`src/rtl/test_multi_port_mem.sv`:
```
// Response queue: small circular buffer holding responses awaiting sink acceptance.
// Latency: dout valid the cycle after push. Backpressure: caller guarantees no overflow.
module mem_resp_fifo #(
    parameter int p_width = 8,
    parameter int p_depth = 4
) (
    input  logic               clk,
    input  logic               reset,
    input  logic               push,
    input  logic               pop,
    input  logic [p_width-1:0] din,
    output logic [p_width-1:0] dout,
    output logic               empty
);
    localparam int AW = $clog2(p_depth);

    logic [p_width-1:0] buf_q [p_depth];
    logic [AW-1:0]      wr_ptr;
    logic [AW-1:0]      rd_ptr;
    logic [AW:0]        count;

    always_ff @(posedge clk or negedge reset) begin
        if (!reset) begin
            wr_ptr <= '0;
            rd_ptr <= '0;
            count  <= '0;
        end else begin
            if (push) wr_ptr <= wr_ptr + 1'b1;
            if (pop)  rd_ptr <= rd_ptr + 1'b1;
            count <= count + {{AW{1'b0}}, push} - {{AW{1'b0}}, pop};
        end
    end

    always_ff @(posedge clk) begin
        if (push) buf_q[wr_ptr] <= din;
    end

    assign dout  = buf_q[rd_ptr];
    assign empty = (count == '0);
endmodule


```
`config.mk`:
```
export PLATFORM = sky130hd
export DESIGN_NAME = mem_resp_fifo
export DESIGN_NICKNAME = d
export VERILOG_FILES = /design/src/rtl/test_multi_port_mem.sv
export SDC_FILE = /design/constraint.sdc
export NUM_CORES = 1
export LEC_CHECK = 0
export BUFFER_PORTS_ARGS = -buffer_cell sky130_fd_sc_hd__buf_2
export CORE_MARGIN = 4
export CORE_UTILIZATION = 58
export CTS_BUF_LIST = sky130_fd_sc_hd__clkbuf_4
export CTS_CLUSTER_SIZE = 10
export DETAILED_ROUTE_END_ITERATION = 16
export PLACE_DENSITY = 0.77
export SLEW_MARGIN = 20
export SYNTH_ARGS = -nofsm -noshare
export SYNTH_HDL_FRONTEND = slang
export SYNTH_SLANG_ARGS = --single-unit
```
`constraint.sdc`:
```
create_clock -name clk -period 2.2 [get_ports clk]
set_clock_uncertainty 0.05 [all_clocks]
set_input_delay 0.22 -clock clk [delete_from_list [all_inputs] [get_ports clk]]
set_output_delay 0.22 -clock clk [all_outputs]
set_load 0.005 [all_outputs]
```
==> out/qor.csv <==
metric,value,unit
register area,1140,sq um
post-layout min period,2000,ps
Antenna Cells,0,
initial core utilization,0.615,
Worst R2R Setup Slack,470,ps
post-synthesis cell type count,14,
WP data required,1930,ps
worst setup path start,rd_ptr[0],
CTS Buf Count,5,
Setup-failing EPs final,0,
Max Cap Viol,0,
outcome,"finished, final reports clean",
vias per inst,5.39,
vias in the first global route,767,
synthesized area,1540,sq um
Synth top area share,0.625,
IO Port Bufs,20,
Resized cells post-CTS,0,
Mapped Nets,94,
"flops & latches, synth",39,
register area share after synthesis,0.739,
Max Slew Vio Count,0,
GR Util All Layers,0.166,
Hold Path Class,in -> reg,
detailed placer's ending HPWL,1680,um
root buf cell,clkbuf_4,
Core Box Area,2500,sq um
power per cell area,1190,nW/um^2
Worst Max-Slew Pin Slew,431,ps
"worst slack, placed",470,ps
WL/cell,17.7,um
Combinational Power Share,0.301,
area of the multi-input gates,362,sq um
Worst-Skew Late Latency,330,ps
Syn Inst Count,75,
die height,59.5,um
"crit path setup slack, layout",197,ps
Crit Path Class,reg -> out,
worst flop-to-flop path startpoint,count[0],
initial antenna violation count,0,
Overflow after GRT,0,
final net count,121,
Hold Crit Depth,1,
CP Max Fanout,6,
RePlAce Congestion,0.647,
drc violations,0,
Row Count,18,
Slew HR,0.712,
die extent in x,59.5,um
FILL cells,178,
DP Area,1670,sq um
Int Power,1.44,mW
Worst EP arrival,1730,ps
Max clock buf depth,2,
Mean Syn Cell Area,20.5,sq um
router iterations before antenna repair,3,
Net Sw Power,0.599,mW
fmax,499,MHz
largest cells by area after synthesis,"edfxtp_1 63%, mux4_2 12%, dfrtp_1 11%",
routed wire length,2330,um
RSZ-0062 raised after global routing,false,
dpl cells,124,
clk sinks,39,
sequential fraction of design power,0.543,
Synth area leader,edfxtp_1,
fin cells,132,
Area Growth Syn to Fin,12.1,%
Die Footprint,3540,sq um
CP endpoint,dout[6],
Final ANT Viol Nets,0,
setup TNS,0,ps
H-tree depth,2,
Clock power frac,0.156,
Switching Fraction,0.293,
Pleak,0.660,nW
most frequent cell after synthesis,edfxtp_1,
initial DRC count,17,
share of layout cells above drive strength 1,0.343,
first-pass GRT wire length,3910,um
reg2reg end,count[2],
final hold violation count,0,
"top cells by count, synth","32 x edfxtp_1, 8 x mux4_2, 7 x dfrtp_1",
CTS tree,built,
fin area,1720,sq um
dominant synthesized flop cell,edfxtp_1,
Post-synth EDFFs,32,
Clock transition at path regs,100,ps
reg2reg path depth,7,
peak supply drop,0.788,mV
Vias,711,
final worst-path cycle share,0.911,
largest net degree at the start of global routing,12,
CP endpoint kind,output port,
Ports,21,
asr flop ratio synth,0.179,
Worst setup SP type,register,
count of yosys warnings during synthesis,0,
## final cells by class
class                      instances  area share
tap                               30      0.0218
clock inverter                     2     0.00509
timing repair buffer              22      0.0683
clock buffer                       5      0.0218
multi-input combinational         28       0.210
sequential                        39       0.660
inverter                           6      0.0131
## metal layers
metal / track usage / share of wire / routed length (um) / vias up
met5: 0 / 0 / 0 / -
met4: 0.0874 / 0.026 / 61 / 0
met3: 0.0458 / 0.047 / 109 / 7
met2: 0.254 / 0.51 / 1200 / 21
met1: 0.216 / 0.41 / 967 / 350
li1: - / - / - / 333
## sequential cells by signal (all words and copies together), names as in the netlist
name,cells
rd_ptr,2
buf_q,32
wr_ptr,2
count,3
## power by group through the flow
stage          registers, mW  clock network (mW)  logic [mW]
4_1_cts                 1.11               0.328       0.633
6_report                1.11               0.319       0.614
3_3_place_gp            1.12                   0       0.600
5_1_grt                 1.14               0.375       0.689
2_1_floorplan           1.05                   0       0.486
3_5_place_dp            1.13                   0       0.632
## worst min path at each step
stage,start,end,slack [ps]
2_1_floorplan,reset,count[0],-130
3_3_place_gp,reset,count[2],10
3_5_place_dp,reset,count[1],10
4_1_cts,din[3],buf_q[2][3],30
5_1_grt,din[3],buf_q[3][3],30
6_report,din[3],buf_q[3][3],50
## worst max-delay path, stage by stage (launching register included)
cell	delay, ps
dfrtp_1	520
buf_4	240
mux4_2	510
buf_2	140
## cells in the final DEF (no fill, tap or decap)
| cell type | synthesis | routed |
|---|---|---|
| fa_1 | 1 | 1 |
| xor2_1 | 2 | 2 |
| buf_4 | 0 | 1 |
| mux4_2 | 8 | 8 |
| and2_1 | 4 | 4 |
| xnor2_1 | 3 | 3 |
| o21ai_0 | 1 | 1 |
| clkinv_2 | 0 | 1 |
| clkbuf_4 | 0 | 5 |
| buf_2 | 1 | 20 |
| ha_1 | 6 | 6 |
| clkinv_1 | 0 | 1 |
| inv_1 | 6 | 6 |
| edfxtp_1 | 32 | 32 |
| nand2_1 | 2 | 2 |
| dfrtp_1 | 7 | 7 |
| nor3_1 | 1 | 1 |
| dlygate4sd3_1 | 0 | 1 |
## cells by family (layout without fill, tap and decap cells)
kind of cell	Yosys count	count (layout)	share of synthesized area
compound gates	1	1	0.00325
fa+ha+maj	7	7	0.0619
simple gates	7	7	0.0244
flops	39	39	0.739
buf+inv	8	35	0.0252
xor+xnor	5	5	0.0285
mux	8	8	0.117
## through the flow
| step | util | hold slack (ps) | power [mW] |
|---|---|---|---|
| 4_1_cts | 0.689 | 33.4 | 2.08 |
| 6_report | 0.689 | 46.0 | 2.04 |
| 3_5_place_dp | 0.666 | 10.8 | 1.76 |
| 5_1_grt | 0.689 | 26.8 | 2.20 |
| 2_1_floorplan | - | -126 | 1.54 |
| 3_3_place_gp | 0.666 | 12.0 | 1.72 |
## what timing repair did
action / 4_1_cts / 5_1_grt
setup buffers: 0 / 0
hold buffers: 1 / 0
endpoints found under the hold margin: 7 / 0
Power figures use the tool's default switching activity.
